### src/rtl/status_reg_if.sv
// Status register port bundle: ALU flag inputs, flag/IE/stack commands, flag and stack outputs.
// Latency: none; this is a wiring bundle only.
// Backpressure: none; every command is accepted in the cycle it is presented.
interface status_reg_if;
    // ALU flags and commands (driven by the core)
    logic       alu_cout;
    logic       alu_zout;
    logic       alu_nout;
    logic [2:0] fl_we;      // {C,Z,N}
    logic       sc;
    logic       cc;
    logic       ie_set;
    logic       ie_clr;
    logic       st_we;
    logic [7:0] st_din;     // [3:0] = {I,N,Z,C}
    logic       save;
    logic       restore;
    logic       err_clr;
    // Registered flags and stack state (driven by the status register)
    logic       carry;
    logic       zero;
    logic       neg;
    logic       ie;
    logic [7:0] status;
    logic       full;
    logic       empty;
    logic       ovf_err;
    logic       unf_err;

    modport master (
        output alu_cout, alu_zout, alu_nout, fl_we, sc, cc, ie_set, ie_clr,
               st_we, st_din, save, restore, err_clr,
        input  carry, zero, neg, ie, status, full, empty, ovf_err, unf_err
    );

    modport slave (
        input  alu_cout, alu_zout, alu_nout, fl_we, sc, cc, ie_set, ie_clr,
               st_we, st_din, save, restore, err_clr,
        output carry, zero, neg, ie, status, full, empty, ovf_err, unf_err
    );
endinterface

### src/rtl/status_reg.sv
// Processor status register: ALU flags, interrupt enable, optional shadow stack (STATUS_SHADOW_EN).
// Latency: one cycle from command sample to visible flags; outputs are purely registered.
// Backpressure: none; stack overflow/underflow are flagged in sticky error bits instead.
module status_reg #(
    parameter int DEPTH = 4
) (
    input  logic          clk,
    input  logic          rst,
    status_reg_if.slave   bus
);
    // Flag vector layout is {I,N,Z,C} throughout, matching the stack entry format.
    logic [3:0] flags_q, flags_d;
    logic [3:0] upd_flags;

    // Flag/IE update class: fl_we loads ALU flags, sc/cc override carry, paired set+clear cancels.
    always_comb begin
        upd_flags = flags_q;
        if (bus.fl_we[2]) upd_flags[0] = bus.alu_cout;
        if (bus.fl_we[1]) upd_flags[1] = bus.alu_zout;
        if (bus.fl_we[0]) upd_flags[2] = bus.alu_nout;
        if (bus.sc && !bus.cc) upd_flags[0] = 1'b1;
        else if (bus.cc && !bus.sc) upd_flags[0] = 1'b0;
        if (bus.ie_set && !bus.ie_clr) upd_flags[3] = 1'b1;
        else if (bus.ie_clr && !bus.ie_set) upd_flags[3] = 1'b0;
    end

    // Upper software-write bits carry no state.
    logic [3:0] unused_din;
    assign unused_din = bus.st_din[7:4];

`ifdef STATUS_SHADOW_EN
    localparam int SPW = $clog2(DEPTH + 1);
    localparam int IW  = $clog2(DEPTH);

    logic [3:0]     stack_q [DEPTH];
    logic [SPW-1:0] sp_q, sp_d;
    logic [SPW-1:0] sp_dec;
    logic           ovf_q, ovf_d;
    logic           unf_q, unf_d;
    logic           push_w;
    logic           full_w, empty_w;
    logic [IW-1:0]  wr_idx, rd_idx;

    assign full_w  = (sp_q == SPW'(DEPTH));
    assign empty_w = (sp_q == '0);
    assign sp_dec  = sp_q - 1'b1;
    assign wr_idx  = sp_q[IW-1:0];
    assign rd_idx  = sp_dec[IW-1:0];

    // Command priority: restore, save, software write, flag updates; errors are sticky.
    always_comb begin
        flags_d = flags_q;
        sp_d    = sp_q;
        push_w  = 1'b0;
        ovf_d   = ovf_q & ~bus.err_clr;
        unf_d   = unf_q & ~bus.err_clr;
        if (bus.restore) begin
            if (!empty_w) begin
                flags_d = stack_q[rd_idx];
                sp_d    = sp_dec;
            end else begin
                unf_d   = 1'b1;
            end
        end else if (bus.save) begin
            if (!full_w) begin
                push_w  = 1'b1;
                sp_d    = sp_q + 1'b1;
            end else begin
                ovf_d   = 1'b1;
            end
            flags_d[3] = 1'b0;
        end else if (bus.st_we) begin
            flags_d = bus.st_din[3:0];
        end else begin
            flags_d = upd_flags;
        end
    end

    // Stack storage needs no reset: entries above sp are never read.
    always_ff @(posedge clk) begin
        if (push_w) stack_q[wr_idx] <= flags_q;
    end

    // Flag, pointer and error state.
    always_ff @(posedge clk or negedge rst) begin
        if (!rst) begin
            flags_q <= '0;
            sp_q    <= '0;
            ovf_q   <= 1'b0;
            unf_q   <= 1'b0;
        end else begin
            flags_q <= flags_d;
            sp_q    <= sp_d;
            ovf_q   <= ovf_d;
            unf_q   <= unf_d;
        end
    end

    assign bus.full    = full_w;
    assign bus.empty   = empty_w;
    assign bus.ovf_err = ovf_q;
    assign bus.unf_err = unf_q;
`else
    // Without the stack, save/restore only drop/raise interrupt enable.
    always_comb begin
        flags_d = flags_q;
        if (bus.restore) begin
            flags_d[3] = 1'b1;
        end else if (bus.save) begin
            flags_d[3] = 1'b0;
        end else if (bus.st_we) begin
            flags_d = bus.st_din[3:0];
        end else begin
            flags_d = upd_flags;
        end
    end

    // Flag state.
    always_ff @(posedge clk or negedge rst) begin
        if (!rst) flags_q <= '0;
        else      flags_q <= flags_d;
    end

    // Error clear and stack depth have nothing to act on in this build.
    logic unused_cfg;
    assign unused_cfg = bus.err_clr ^ (DEPTH > 16);

    assign bus.full    = 1'b0;
    assign bus.empty   = 1'b1;
    assign bus.ovf_err = 1'b0;
    assign bus.unf_err = 1'b0;
`endif

    assign bus.carry  = flags_q[0];
    assign bus.zero   = flags_q[1];
    assign bus.neg    = flags_q[2];
    assign bus.ie     = flags_q[3];
    assign bus.status = {4'b0000, flags_q};
endmodule

### src/flat_wrapper.sv
// flat-port wrapper written by rule: the top's interface ports become plain ports
module status_reg_flat 
#(
    parameter int DEPTH = 4
)
  (clk, rst, bus_alu_cout, bus_alu_zout, bus_alu_nout, bus_fl_we, bus_sc, bus_cc, bus_ie_set, bus_ie_clr, bus_st_we, bus_st_din, bus_save, bus_restore, bus_err_clr, bus_carry, bus_zero, bus_neg, bus_ie, bus_status, bus_full, bus_empty, bus_ovf_err, bus_unf_err);
  status_reg_if bus_i ();
  input  logic clk;
  input  logic rst;
  input wire logic [$bits(bus_i.alu_cout)-1:0] bus_alu_cout;
  input wire logic [$bits(bus_i.alu_zout)-1:0] bus_alu_zout;
  input wire logic [$bits(bus_i.alu_nout)-1:0] bus_alu_nout;
  input wire logic [$bits(bus_i.fl_we)-1:0] bus_fl_we;
  input wire logic [$bits(bus_i.sc)-1:0] bus_sc;
  input wire logic [$bits(bus_i.cc)-1:0] bus_cc;
  input wire logic [$bits(bus_i.ie_set)-1:0] bus_ie_set;
  input wire logic [$bits(bus_i.ie_clr)-1:0] bus_ie_clr;
  input wire logic [$bits(bus_i.st_we)-1:0] bus_st_we;
  input wire logic [$bits(bus_i.st_din)-1:0] bus_st_din;
  input wire logic [$bits(bus_i.save)-1:0] bus_save;
  input wire logic [$bits(bus_i.restore)-1:0] bus_restore;
  input wire logic [$bits(bus_i.err_clr)-1:0] bus_err_clr;
  output wire logic [$bits(bus_i.carry)-1:0] bus_carry;
  output wire logic [$bits(bus_i.zero)-1:0] bus_zero;
  output wire logic [$bits(bus_i.neg)-1:0] bus_neg;
  output wire logic [$bits(bus_i.ie)-1:0] bus_ie;
  output wire logic [$bits(bus_i.status)-1:0] bus_status;
  output wire logic [$bits(bus_i.full)-1:0] bus_full;
  output wire logic [$bits(bus_i.empty)-1:0] bus_empty;
  output wire logic [$bits(bus_i.ovf_err)-1:0] bus_ovf_err;
  output wire logic [$bits(bus_i.unf_err)-1:0] bus_unf_err;
  assign bus_i.alu_cout = bus_alu_cout;
  assign bus_i.alu_zout = bus_alu_zout;
  assign bus_i.alu_nout = bus_alu_nout;
  assign bus_i.fl_we = bus_fl_we;
  assign bus_i.sc = bus_sc;
  assign bus_i.cc = bus_cc;
  assign bus_i.ie_set = bus_ie_set;
  assign bus_i.ie_clr = bus_ie_clr;
  assign bus_i.st_we = bus_st_we;
  assign bus_i.st_din = bus_st_din;
  assign bus_i.save = bus_save;
  assign bus_i.restore = bus_restore;
  assign bus_i.err_clr = bus_err_clr;
  assign bus_carry = bus_i.carry;
  assign bus_zero = bus_i.zero;
  assign bus_neg = bus_i.neg;
  assign bus_ie = bus_i.ie;
  assign bus_status = bus_i.status;
  assign bus_full = bus_i.full;
  assign bus_empty = bus_i.empty;
  assign bus_ovf_err = bus_i.ovf_err;
  assign bus_unf_err = bus_i.unf_err;
  status_reg #(.DEPTH(DEPTH)) u_core (.clk(clk), .rst(rst), .bus(bus_i));
endmodule
### config.mk
export PLATFORM = sky130hd
export DESIGN_NAME = status_reg_flat
export DESIGN_NICKNAME = d
export VERILOG_FILES = /design/src/rtl/status_reg_if.sv /design/src/rtl/status_reg.sv /design/src/flat_wrapper.sv
export SDC_FILE = /design/constraint.sdc
export NUM_CORES = 1
export LEC_CHECK = 0
export BUFFER_PORTS_ARGS = -buffer_cell sky130_fd_sc_hd__buf_4
export CORE_AREA = 3 3 40 42
export DETAILED_ROUTE_END_ITERATION = 8
export DIE_AREA = 0 0 43 45
export PLACE_DENSITY_LB_ADDON = 0.2
export SLEW_MARGIN = 20
export SYNTH_ARGS = -nofsm -noshare
export SYNTH_HDL_FRONTEND = slang
export SYNTH_SLANG_ARGS = --single-unit
### constraint.sdc
create_clock -name clk -period 1.4 [get_ports clk]
set_clock_uncertainty 0.05 [all_clocks]
set_input_delay 0.35 -clock clk [delete_from_list [all_inputs] [get_ports clk]]
set_output_delay 0.35 -clock clk [all_outputs]
set_load 0.02 [all_outputs]
== After elaboration in Yosys (flattened, before gate mapping) ==
Cells that the tools add are included.
W data, S select, Z words.

* Multiplexer cells: 10
* Reduce and logical (&&, ||, !) cells: 15
* Bitwise logic cells: 2

{| class="wikitable"
|+ Operators with widths
! cell !! count
|-
| $mux W1 || 9
|-
| $reduce_and A3 Y1 || 3
|-
| $reduce_bool A5 Y1 || 1
|-
| $logic_and A1 B1 Y1 || 4
|-
| $logic_not A1 Y1 || 4
|-
| $mux W4 || 1
|-
| $reduce_bool A2 Y1 || 2
|-
| $reduce_bool A4 Y1 || 1
|-
| $not A1 Y1 || 2
|}

* Word-level logic and storage cells: 31
* Bits of input ports: 24
* Output and inout bits: 16
* Bits in registers: 4

== Depth between registers and ports, before layout ==
Gate-level depths: netlist of run 1.

* Depth after elaboration: 7
* Depth in mapped cells: 5
* Gate-level depth less buffers: 5

== Least setup slack after synthesis of run 1 ==
Ideal clock, no wire load.

* Path type: input -> register
* Start: input port bus_cc
* End: register u_core.flags_q[0]
* Required time: 1.225 ns
* Path buffers: 0
* Cell stages on the path: 4
* Data arrival time: 1.086 ns
* Setup time: 0.125 ns
* Setup slack: 0.139 ns
* Cell sequence: inv_1 -> ha_1 -> a21boi_2 -> mux2_4

* Longest elaborated chain between the ends: 4
* Elaborated cells between the ends (all ways): 8
* Classes of those cells: 3 x mux; 5 x reduce/logical

{| class="wikitable"
|+ RTL lines
! what !! line !! text
|-
| start, declared || flat_wrapper.sv:15 || <nowiki>input wire logic [$bits(bus_i.cc)-1:0] bus_cc;</nowiki>
|-
| $logic_not A1 Y1 or $logic_and A1 B1 Y1 (tied branches) || status_reg.sv:21, status_reg.sv:22 ||
|-
| $logic_and A1 B1 Y1 or $mux W1 (tied branches) || status_reg.sv:21, status_reg.sv:22 ||
|-
| $reduce_bool A4 Y1 (no line) or $mux W1 (tied branches) || -- ||
|-
| $reduce_and A3 Y1 (no line) or $mux W4 (tied branches) || -- ||
|-
| end signal, assigned || status_reg.sv:121 || <nowiki>else flags_q <= flags_d;</nowiki>
|-
| end, declared || status_reg.sv:12 || <nowiki>logic [3:0] flags_q, flags_d;</nowiki>
|}

Several ways; a longest one is shown, not always the timed one.
A chain may end at the register's enable or synchronous reset.

== Worst setup path in the final report of run 1 ==
* Start: register u_core.flags_q[2]
* End: output port bus_neg

{| class="wikitable"
|+ RTL lines
! what !! line !! text
|-
| end, declared || flat_wrapper.sv:25 || <nowiki>output wire logic [$bits(bus_i.neg)-1:0] bus_neg;</nowiki>
|}

No word-level cell between the ends.

==> impl_metrics.toml, run 1 <==
[global_route]
overflow = 0
grt_antenna_before_repair = 0
gr-usage-all-layers = 0.0961
first_global_vias = 337
grt_max_degree = 11
global_route_wire_length_before_repair_mm = 1.35

[outcome]
run_status = "finished, final reports clean"

[drt]
postRouteWirelength_um = 845
detailedRoute.firstPassIterationCount = 1
avgViaCountPerCell = 4.06
wl_per_cell_um = 9.83
number_of_remaining_drc_errors = 0
drt-initial-drc-count = 0
drtAntennaViolNets = 0
detailroute.via_count = 349

[timing]
rsz0062_at_grt = "false"
drv_slew = 0
final-hold-violation-count = 0
fin_tns_setup_ns = 0
setup_violations_final = 0
maximum_achievable_frequency_mhz = 831
finalCritPeriodShare = 0.859
final.min_clock_period_ns = 1.20

[placement]
hpwl_after_detailed_placement_um = 738
gp_congestion = 0.679
place.port_buffers = 26
place.detailed.instances = 82
area_after_dpl_sq_um = 546

[clocking]
h_tree_levels = 1
clock-sinks = 4
clk_pin_slew_worst_paths_ns = 0.04
tritoncts = "yes"
cts_inserted_buffers = 3
clock_insertion_delay_worst_skew_ns = 0.22
cts_buffer_depth = 2
ctsRootBufferMaster = "clkbuf_4"
post_cts.resized_instances = 0

[worst_hold_path]
hold-path-cell-count = 3
timing.hold.worst.start = "bus_st_din[2]"
hold_end = "u_core.flags_q[2]"
worstHoldPathType = "in2reg"

[critical_path]
critPathCaptureType = "primary output"
critical_path_required_ns = 1.00
worstPathBufferInverterCount = 1
worst-endpoint-arrival_ns = 0.80
rr_endpoint = "u_core.flags_q[1]"
worst_r2r_startpoint = "u_core.flags_q[1]"
worstPathCellList = "buf_4"
critPathSlowestCell = "dfrtp_1"
r2r_cell_count = 3
timing.critical_path.max_delay_family = "flip-flops"
cpPeakStageDelay_ns = 0.40
worst_setup_path_start_kind = "register"
critical_path.max_fanout = 4
setup.reg_to_reg.worst_slack_ns = 0.47
worstSetupPathType = "reg2out"

[floorplan]
design.core.area_sq_um = 1280
top_level_ports = 40
area_of_the_die_sq_um = 1940
fp-row-count = 13
die_width_um = 43
die_height_um = 45
floorplan.initialDensity = 0.314

[pwr]
ir_drop_uv = 241
fin_total_pwr_w = 0.000546
power.leakage_nw = 0.298
power_density_nw_per_um2 = 945

[logic_synthesis]
synthesis.instances = 47
postSynth.asyncResetShare = 1.00
synth.ff_latch_count = 4
synth.cells.most_frequent = "buf_4 (12), a31oi_1 (5), dfrtp_1 (4)"
synthTopCellsByArea = "dfrtp_1 (25%), buf_4 (22%), a31oi_1 (7.8%)"
count_of_flip_flops_with_a_built_in_enable_after_synthesis = 0
dominantRegCellSynth = "dfrtp_1"
synthesis.yosys.warnings = 0
synth_largest_area_cell = "dfrtp_1"
synth.distinct_cells = 19
post-synth-top-count-cell = "buf_4"
synth.top_cell.area_share = 0.248
post_synth.cell_area_avg_sq_um = 8.57
synth_sequential_area_ratio = 0.248
netlist_area_sq_um = 403

[layout]
final_net_count = 99
final_cell_area_sq_um = 578
largest_reg_flops = 4
final_cell_count_no_fill = 86
fillcell_total = 128
finish.utilization = 0.450
count_of_antenna_diodes_in_the_layout = 0
largest-register = "u_core.flags_q"
top_regs = "u_core.flags_q (4)"
syn_to_final_growth_pct = 43.5
post_route_cells_drive_above_1_share = 0.493

[job]
drv.max_cap_violation_count = 0
-- worst max-delay path by stage --
stage                       from                end  cells after the start
2_1_floorplan             bus_cc  u_core.flags_q[0]                      4
3_3_place_gp              bus_cc  u_core.flags_q[0]                      5
3_5_place_dp              bus_cc  u_core.flags_q[0]                      5
4_1_cts        u_core.flags_q[1]      bus_status[1]                      1
5_1_grt        u_core.flags_q[1]      bus_status[1]                      1
6_report       u_core.flags_q[2]            bus_neg                      1
-- cell families (layout without fill, tap and decap cells) --
family          Yosys count  after routing  synth area share
fa+ha+maj                 2              2            0.0621
flops                     4              4             0.248
buf+inv                  15             33             0.270
compound gates           13             13             0.205
xor+xnor                  1              1            0.0217
other cells               2              8            0.0186
simple gates              9              9             0.137
mux                       1              1            0.0373
-- metal layers --
layer,wire length (um),vias to the layer above,GRT usage
li1,-,186,-
met1,330,144,0.0998
met2,424,19,0.174
met3,91,0,0.0279
met4,0,0,0.0542
met5,0,-,0
-- cell usage in the layout, fill, tap and decap left out --
cell type	count
buf_4	27
conb_1	8
a31oi_1	5
dfrtp_1	4
o21ai_0	3
nor2_1	3
clkbuf_4	3
inv_1	2
nor2b_1	2
o21a_1	2
a21oi_1	2
ha_1	2
nor2_2	1
or2b_2	1
and2b_2	1
a21boi_2	1
mux2_4	1
nor3b_1	1
xnor2_1	1
dlygate4sd3_1	1
-- layout make-up --
class,count,area (sq um),area share
Clock buffer,3,22.5,0.0390
Inverter,2,7.51,0.0130
Multi-Input combinational cell,34,216,0.374
Sequential cell,4,100,0.173
Tap cell,15,18.8,0.0325
Timing Repair Buffer,28,213,0.368
-- stage by stage --
step	worst slack [ns]	hold slack (ns)
after CTS	0.196	0.308
after global placement	0.00900	0.0972
after floorplan	0.139	0.00441
final	0.197	0.310
after global routing	0.157	0.320
after detailed placement	0.00595	0.0981
-- timing repair --
action                                 CTS  global route
hold buffers                             1             0
buffers inserted                         0             0
endpoints found under the hold margin    4             0
-- power by group --
group	switching, W	total [W]	leakage [nW]	internal (W)
Clock	0.0000392	0.000134	0.0138	0.0000953
Combinational	0.000128	0.000255	0.239	0.000127
Sequential	0.0000196	0.000157	0.0459	0.000137
Total	0.000187	0.000546	0.298	0.000360
Power figures use the tool's default switching activity.
==> inputs of run 2 (changes only) <==
- CTS_CLUSTER_DIAMETER: not set -> 50
- SETUP_SLACK_MARGIN: not set -> 0.5
==> run 2 against run 1 <==
Against the previous run: worst hold slack lost 0.033 ns; via count rose by 11%; combinational power is 36% higher; largest cell class is now non-clock buffers; largest power group unchanged.
==> impl_metrics.toml, run 2 (same netlist as run 1, synthesis figures left out) <==
[clocking]
clock_insertion_delay_worst_skew_ns = 0.23
cts_buffer_depth = 2
tritoncts = "yes"
ctsRootBufferMaster = "clkbuf_4"
cts_inserted_buffers = 3
clock-sinks = 4
clk_pin_slew_worst_paths_ns = 0.04
h_tree_levels = 1

[layout]
layout_commonest_cell = "buf_4"
syn_to_final_growth_pct = 72.7
final_net_count = 104
largest-register = "u_core.flags_q"
count_of_antenna_diodes_in_the_layout = 0
top_regs = "u_core.flags_q (4)"
largest_reg_flops = 4
fillcell_total = 123
finish.utilization = 0.541
most_frequent_cells_in_the_layout = "buf_4 (22), buf_6 (9), conb_1 (8), a31oi_1 (5)"
post_route_cells_drive_above_1_share = 0.636

[timing]
drv_slew = 0
final.min_clock_period_ns = 1.18
fin_worst_hold_slack_ns = 0.277
final-hold-violation-count = 0
rsz0062_at_grt = "true"
timing.final.ws_setup_ns = 0.217
setup_violations_final = 0
fin_tns_setup_ns = 0
finalCritPeriodShare = 0.845
maximum_achievable_frequency_mhz = 845

[drt]
detailroute.via_count = 389
drtAntennaViolNets = 0
avgViaCountPerCell = 4.23
number_of_remaining_drc_errors = 0
postRouteWirelength_um = 965
detailedRoute.firstPassIterationCount = 2
wl_per_cell_um = 10.5
drt-initial-drc-count = 2

[critical_path]
worst_setup_path_start_kind = "register"
worstPathBufferInverterCount = 1
critical_path_required_ns = 1.00
worst-endpoint-arrival_ns = 0.78
critPathSlowestCell = "dfrtp_2"
critPathCaptureType = "primary output"
critical_path.max_fanout = 3
worstPathCellList = "buf_6"
worstSetupPathType = "reg2out"
timing.critical_path.max_delay_family = "flip-flops"
setup.reg_to_reg.worst_slack_ns = 0.26
cpPeakStageDelay_ns = 0.42

[placement]
hpwl_after_detailed_placement_um = 751
place.port_buffers = 26
preCtsSetupSlack_ns = 0.0528
gp_congestion = 0.680

[pwr]
power_density_nw_per_um2 = 953
power.leakage_nw = 0.334
ir_drop_uv = 322
power.share.sequential = 0.246
power.share.clock = 0.232
power.switching_fraction = 0.331
cell_internal_pwr_w = 0.000444
comb_power_share = 0.522
power.switching_w = 0.000220

[global_route]
global_route_wire_length_before_repair_mm = 1.55
overflow = 0
first_global_vias = 387
grt_antenna_before_repair = 0
gr-usage-all-layers = 0.108
grt_max_degree = 11

[floorplan]
fp-row-count = 13
die_width_um = 43
top_level_ports = 40
area_of_the_die_sq_um = 1940
die_height_um = 45
design.core.area_sq_um = 1280
floorplan.initialDensity = 0.314

[worst_hold_path]
worstHoldPathType = "in2reg"

[outcome]
run_status = "finished, final reports clean"

[job]
drv.max_cap_violation_count = 0
## run 2: changes by cell type in the layout (fill, tap and decap cells not counted), sizes merged
cell    delta
clkbuf     +1
buf        +5
## run 2: metrics by stage
step	cell area, sq um	power [W]	cells
global placement	572	0.000423	82
finish	696	0.000663	92
floorplan	463	0.000358	53
detailed placement	572	0.000426	82
global route	696	0.000705	92
CTS	667	0.000633	91
## run 2: worst paths after layout
check,from,endpoint,cells after the start
setup / recovery,u_core.flags_q[2],bus_neg,1
max in group asynchronous,rst,u_core.flags_q[2],2
hold reg to reg,u_core.flags_q[3],u_core.flags_q[3],3
setup reg to reg,u_core.flags_q[2],u_core.flags_q[2],5
hold / removal,bus_save,u_core.flags_q[3],2
min in group asynchronous,rst,u_core.flags_q[3],2
## run 2: layout make-up
class | instances | area [sq um] | share of cell area
inverters | 2 | 12.5 | 0.0180
clock buffers | 4 | 26.3 | 0.0378
flip-flops and latches | 4 | 104 | 0.149
multi-input cells | 34 | 243 | 0.349
repair buffers | 33 | 292 | 0.419
well taps | 15 | 18.8 | 0.0270
## run 2: timing repair
action                                  in CTS  in global routing
hold endpoints to repair                     4                  0
hold buffers                                 1                  0
resized for setup                            8                  7
pin swaps                                    3                  1
setup buffers                                4                  1
endpoints found under the setup margin      11                 12
## run 2: routing by layer
layer	vias to the layer above	GRT usage	routed length, um
met4	0	0.0361	0
met5	-	0	0
met3	0	0.0239	76
li1	197	-	-
met2	18	0.222	568
met1	174	0.105	320
## run 2: power by group through the flow
stage | sequential [W] | clock [W] | combinational (W)
floorplan | 0.000186 | 0 | 0.000172
global placement | 0.000160 | 0 | 0.000262
detailed placement | 0.000162 | 0 | 0.000264
CTS | 0.000158 | 0.000158 | 0.000317
global route | 0.000167 | 0.000168 | 0.000370
finish | 0.000163 | 0.000154 | 0.000346
